===== config.mk =====
export PLATFORM = sky130hd
export DESIGN_NAME = matrix_loader_flat
export DESIGN_NICKNAME = d
export VERILOG_FILES = /design/src/rtl/matrix_loader_if.sv /design/src/rtl/matrix_loader.sv /design/src/flat_wrapper.sv
export SDC_FILE = /design/constraint.sdc
export NUM_CORES = 1
export LEC_CHECK = 0
export ABC_AREA = 1
export BUFFER_PORTS_ARGS = -buffer_cell sky130_fd_sc_hd__clkbuf_2
export CORE_ASPECT_RATIO = 1.1
export CORE_MARGIN = 1.5
export CORE_UTILIZATION = 54
export DETAILED_ROUTE_END_ITERATION = 12
export GPL_ROUTABILITY_DRIVEN = 1
export PLACE_DENSITY = 0.8
export SLEW_MARGIN = 20
export SYNTH_ARGS = -nofsm -noshare
export SYNTH_HDL_FRONTEND = slang
export SYNTH_SLANG_ARGS = --single-unit

===== constraint.sdc =====
create_clock -name clk -period 3.5 [get_ports clk]
set_input_delay 0.35 -clock clk [delete_from_list [all_inputs] [get_ports clk]]
set_output_delay 0.35 -clock clk [all_outputs]
set_load 0.02 [all_outputs]

===== src/rtl/matrix_loader_if.sv =====
// Element stream, matrix output and handshake bundle for matrix_loader.
// slave is the loader side, master is the producer/consumer side.
interface matrix_loader_if #(
    parameter int DIM_MAX = 5,
    parameter int ELEM_W  = 8
);
    localparam int MAT_W = DIM_MAX * DIM_MAX * ELEM_W;

    logic              start;
    logic [2:0]        size;
    logic              in_valid;
    logic [ELEM_W-1:0] in_data;
    logic              in_ready;
    logic [MAT_W-1:0]  mat_a;
    logic [MAT_W-1:0]  mat_b;
    logic [2:0]        mat_size;
    logic              mat_valid;
    logic              mat_ack;
    logic              busy;
    logic              err;

    modport master (
        output start, size, in_valid, in_data, mat_ack,
        input  in_ready, mat_a, mat_b, mat_size, mat_valid, busy, err
    );

    modport slave (
        input  start, size, in_valid, in_data, mat_ack,
        output in_ready, mat_a, mat_b, mat_size, mat_valid, busy, err
    );
endinterface


===== src/rtl/matrix_loader.sv =====
// Loads an NxN matrix A (row-major) then B (stored transposed) from an
// element stream into fixed DIM_MAX x DIM_MAX slot buses, then holds them
// until the consumer acknowledges.
module matrix_loader #(
    parameter int DIM_MAX = 5,
    parameter int ELEM_W  = 8
) (
    input logic            clk,
    input logic            rst,
    matrix_loader_if.slave bus
);
    localparam int SLOTS  = DIM_MAX * DIM_MAX;
    localparam int SLOT_W = $clog2(SLOTS);
    localparam int MAT_W  = SLOTS * ELEM_W;

    typedef enum logic [1:0] {IDLE, LOAD_A, LOAD_B, HOLD} state_t;

    state_t            state_q, state_d;
    logic [2:0]        row_q, col_q, size_q;
    logic              err_q;
    logic [MAT_W-1:0]  a_q, b_q;
    logic              size_ok, loading, accept, last_col, last_row;
    logic [SLOT_W-1:0] slot_a, slot_b;

    // State register
    always_ff @(posedge clk or negedge rst) begin
        if (!rst) state_q <= IDLE;
        else      state_q <= state_d;
    end

    // Next-state, handshake decode and write-slot addressing
    always_comb begin
        size_ok  = (bus.size >= 3'd2) && (bus.size <= 3'(DIM_MAX));
        loading  = (state_q == LOAD_A) || (state_q == LOAD_B);
        accept   = loading && bus.in_valid;
        last_col = (col_q == size_q - 3'd1);
        last_row = (row_q == size_q - 3'd1);
        slot_a   = SLOT_W'(row_q) * SLOT_W'(DIM_MAX) + SLOT_W'(col_q);
        slot_b   = SLOT_W'(col_q) * SLOT_W'(DIM_MAX) + SLOT_W'(row_q);
        state_d  = state_q;
        unique case (state_q)
            IDLE:    if (bus.start && size_ok)            state_d = LOAD_A;
            LOAD_A:  if (accept && last_row && last_col)  state_d = LOAD_B;
            LOAD_B:  if (accept && last_row && last_col)  state_d = HOLD;
            HOLD:    if (bus.mat_ack)                     state_d = IDLE;
            default:                                      state_d = IDLE;
        endcase
    end

    // Matrix storage, size latch, sticky error flag and row/col counters
    always_ff @(posedge clk or negedge rst) begin
        if (!rst) begin
            a_q    <= '0;
            b_q    <= '0;
            size_q <= '0;
            err_q  <= 1'b0;
            row_q  <= '0;
            col_q  <= '0;
        end else if (state_q == IDLE && bus.start) begin
            if (size_ok) begin
                a_q    <= '0;
                b_q    <= '0;
                size_q <= bus.size;
                err_q  <= 1'b0;
                row_q  <= '0;
                col_q  <= '0;
            end else begin
                err_q  <= 1'b1;
            end
        end else if (accept) begin
            // Slot k sits at the MSB end: decode the slot against every k
            // so the part-selects stay constant.
            for (int unsigned k = 0; k < SLOTS; k++) begin
                if (state_q == LOAD_A && slot_a == SLOT_W'(k))
                    a_q[MAT_W-1-ELEM_W*k -: ELEM_W] <= bus.in_data;
                if (state_q == LOAD_B && slot_b == SLOT_W'(k))
                    b_q[MAT_W-1-ELEM_W*k -: ELEM_W] <= bus.in_data;
            end
            if (last_col) begin
                col_q <= '0;
                row_q <= last_row ? 3'd0 : row_q + 3'd1;
            end else begin
                col_q <= col_q + 3'd1;
            end
        end
    end

    assign bus.in_ready  = loading;
    assign bus.busy      = (state_q != IDLE);
    assign bus.mat_valid = (state_q == HOLD);
    assign bus.mat_a     = a_q;
    assign bus.mat_b     = b_q;
    assign bus.mat_size  = size_q;
    assign bus.err       = err_q;
endmodule

===== src/flat_wrapper.sv =====
// flat-port wrapper written by rule: the top's interface ports become plain ports
module matrix_loader_flat 
#(
    parameter int DIM_MAX = 5,
    parameter int ELEM_W  = 8
)
  (clk, rst, bus_start, bus_size, bus_in_valid, bus_in_data, bus_mat_ack, bus_in_ready, bus_mat_a, bus_mat_b, bus_mat_size, bus_mat_valid, bus_busy, bus_err);
  matrix_loader_if #(.DIM_MAX(DIM_MAX), .ELEM_W(ELEM_W)) bus_i ();
  input logic clk;
  input logic rst;
  input wire logic [$bits(bus_i.start)-1:0] bus_start;
  input wire logic [$bits(bus_i.size)-1:0] bus_size;
  input wire logic [$bits(bus_i.in_valid)-1:0] bus_in_valid;
  input wire logic [$bits(bus_i.in_data)-1:0] bus_in_data;
  input wire logic [$bits(bus_i.mat_ack)-1:0] bus_mat_ack;
  output wire logic [$bits(bus_i.in_ready)-1:0] bus_in_ready;
  output wire logic [$bits(bus_i.mat_a)-1:0] bus_mat_a;
  output wire logic [$bits(bus_i.mat_b)-1:0] bus_mat_b;
  output wire logic [$bits(bus_i.mat_size)-1:0] bus_mat_size;
  output wire logic [$bits(bus_i.mat_valid)-1:0] bus_mat_valid;
  output wire logic [$bits(bus_i.busy)-1:0] bus_busy;
  output wire logic [$bits(bus_i.err)-1:0] bus_err;
  assign bus_i.start = bus_start;
  assign bus_i.size = bus_size;
  assign bus_i.in_valid = bus_in_valid;
  assign bus_i.in_data = bus_in_data;
  assign bus_i.mat_ack = bus_mat_ack;
  assign bus_in_ready = bus_i.in_ready;
  assign bus_mat_a = bus_i.mat_a;
  assign bus_mat_b = bus_i.mat_b;
  assign bus_mat_size = bus_i.mat_size;
  assign bus_mat_valid = bus_i.mat_valid;
  assign bus_busy = bus_i.busy;
  assign bus_err = bus_i.err;
  matrix_loader #(.DIM_MAX(DIM_MAX), .ELEM_W(ELEM_W)) u_core (.clk(clk), .rst(rst), .bus(bus_i));
endmodule

==> results.tsv <==
metric	value	unit
dp_cells	2834	
regArea	10300	um2
peakVddDrop	622	uV
crit_fanout	9	
grt_usage	0.325	
vias_per_cell	5.59	
syn_inst	2049	
cts_tree	yes	
htree_levels	2	
fin_crit_sh	0.905	
status	finished clean	
slew_headroom	0.468	
hold_path_depth	3	
die_w	176	um
cp-start-kind	flip-flop	
num_io_pins	423	
place_hpwl	37200	um
nFillCells	2628	
gp_routability_congestion	0.873	
drive_gt1_frac	0.241	
syn_avg_cell_area	8.65	um2
die_h	193	um
worst_pin_slew	0.798	ns
ys_seq_area_frac	0.582	
ys_seq_elements	412	
cts_root_buf	clkbuf_16	
drv_slew	0	
grt_setup_unrepaired	false	
fin_ws	0.332	ns
worstHoldPathType	in -> reg	
grt_max_degree	137	
portBuffers	422	
p_total	0.0243	W
layout.cells.non_filler	2909	
fmax	0.316	GHz
synth_area_leaders	dfrtp_1 (58%), nand2_1 (19%), nand3_1 (12%), buf_2 (2.3%), nand2_2 (1.6%)	
drc_errors	0	
grt_pass1_wl	85900	um
p_leak	12.4	nW
synth_common_cells	nand2_1 (895), nand3_1 (420), dfrtp_1 (412)	
cts_sinks	412	
ff2ff_path_depth	16	
ant_nets	0	
antennaDiodeCount	0	
synth-main-ff-cell	dfrtp_1	
power.density	1120	nW/um2
holdPathEnd	u_core.bus.mat_size[0]	
r2r_start	u_core.row_q[2]	
critPathKind	reg -> reg	
rows	69	
overflow	0	
start_util	0.549	
hold_viol	0	
end_kind	flip-flop	
multiInputGateArea	6710	um2
firstDrtPassIters	6	
yosys_warnings	0	
drv_cap	0	
synth-edff-count	0	
synth_most_common_cell	nand2_1	
dp_slack	0.297	ns
vias	16300	
synth.largest_area_cell	dfrtp_1	
nets	2490	
synthDistinctLibCells	26	
whs	0.0409	ns
totalWireLength	55400	um
antenna_found_initial	0	
r2r_setup_slack	0.33	ns
path_clk_slew	0.06	ns
setup_viol	0	
core	32300	um2
fp.dieArea	33900	um2
tns	0	ns
skew	0.0163	ns
clock_path_buffers	3	
grt_pass1_vias	15500	
cp.required	3.91	ns
arrival	3.57	ns
final.min_clock_period	3.17	ns
wl_per_cell	19.1	um
r2r_end	u_core.bus.mat_a[158]	
synth_area	17700	um2
hp-start	bus_size[0]	
cts_buffers	42	
initialDrtViolationCount	1797	
synth_top_area_share	0.582	
synthArstFlopShare	1.00	
clk_latency	0.54	ns
syn_nets	2086	
area_growth	22.0	%
==> sequential cells by signal (all words and copies together) (netlist names) <==
signal / count
u_core.state_q: 2
u_core.bus.mat_b: 200
u_core.bus.err: 1
u_core.col_q: 3
u_core.row_q: 3
u_core.bus.mat_a: 200
u_core.bus.mat_size: 3
==> metrics by stage <==
step                      utilization  area (um2)
final                           0.670       21600
after global routing            0.670       21600
after CTS                       0.669       21600
after detailed placement        0.629       20300
after global placement          0.629       20300
after floorplan                     -       17700
==> cell families (layout without fill, tap and decap cells) <==
group / Yosys count / in the layout / synth area share
compound gates: 56 / 56 / 0.0194
xor+xnor: 9 / 9 / 0.00445
fa+ha+maj: 21 / 21 / 0.0148
buf+inv: 142 / 576 / 0.0400
flops: 412 / 412 / 0.582
simple gates: 1409 / 1409 / 0.340
==> worst max-delay path, stage by stage, from the launching register on <==
cell,delay (ns)
dfrtp_1,0.53
ha_1,0.30
ha_1,0.33
inv_1,0.07
nand2_1,0.06
and2_1,0.14
ha_1,0.17
inv_1,0.06
nand3_1,0.09
nand2_1,0.11
nand2_1,0.12
nor2_1,0.22
nand3_1,0.15
nand2_1,0.32
nand2_2,0.21
nand2_1,0.10
nand2_1,0.06
==> layer usage <==
layer | up-vias | GRT usage | part of all wire
li1 | 7417 | - | -
met4 | 0 | 0.179 | 0.056
met3 | 180 | 0.0571 | 0.083
met1 | 7828 | 0.426 | 0.38
met5 | - | 0 | 0
met2 | 836 | 0.518 | 0.48
==> cells in the final DEF (no fill, tap or decap), types with 4 or more instances in the layout <==
| master | synthesis | routed |
|---|---|---|
| nand2_2 | 45 | 47 |
| clkinv_2 | 0 | 10 |
| buf_12 | 0 | 16 |
| buf_4 | 6 | 18 |
| xor2_1 | 4 | 4 |
| clkbuf_1 | 1 | 9 |
| o21ai_2 | 12 | 12 |
| nand3_1 | 420 | 420 |
| inv_2 | 8 | 8 |
| clkbuf_16 | 0 | 43 |
| o21ai_0 | 40 | 40 |
| inv_1 | 37 | 37 |
| ha_1 | 21 | 21 |
| nor2_1 | 33 | 33 |
| nand2_4 | 10 | 10 |
| nand2_1 | 895 | 893 |
| clkbuf_2 | 1 | 421 |
| clkbuf_8 | 0 | 9 |
| dfrtp_1 | 412 | 412 |
| xnor2_1 | 5 | 5 |
==> area by class of cell <==
class / count / share of cell area
clock buffers: 61 / 0.0571
clock inverters: 13 / 0.00353
inverters: 45 / 0.00781
multi-input cells: 1495 / 0.310
flip-flops and latches: 412 / 0.477
well taps: 426 / 0.0247
repair buffers: 457 / 0.120
==> power breakdown <==
group	switching, W	internal [W]	leakage (nW)
clock	0.00185	0.00245	0.657
sequential	0.00127	0.00674	5.28
combinational	0.00876	0.00323	6.46
==> how the worst max path moves through the flow <==
stage                          from                    end  slack (ns)  cells after the start
floorplan           u_core.row_q[0]   u_core.bus.mat_a[72]        0.91                     16
global placement    u_core.col_q[2]  u_core.bus.mat_b[136]        0.38                     16
detailed placement  u_core.col_q[2]  u_core.bus.mat_b[141]        0.30                     16
CTS                 u_core.col_q[2]  u_core.bus.mat_b[141]        0.27                     16
global route        u_core.row_q[2]  u_core.bus.mat_a[158]        0.02                     16
finish              u_core.row_q[2]  u_core.bus.mat_a[158]        0.33                     16
==> timing repair <==
action / CTS / global route
setup endpoints to repair: 0 / 4
resized for setup: 0 / 1
hold endpoints to repair: 90 / 0
hold buffers: 1 / 0
buffers inserted: 0 / 0
No activity file was read; power rests on OpenSTA's default activity.
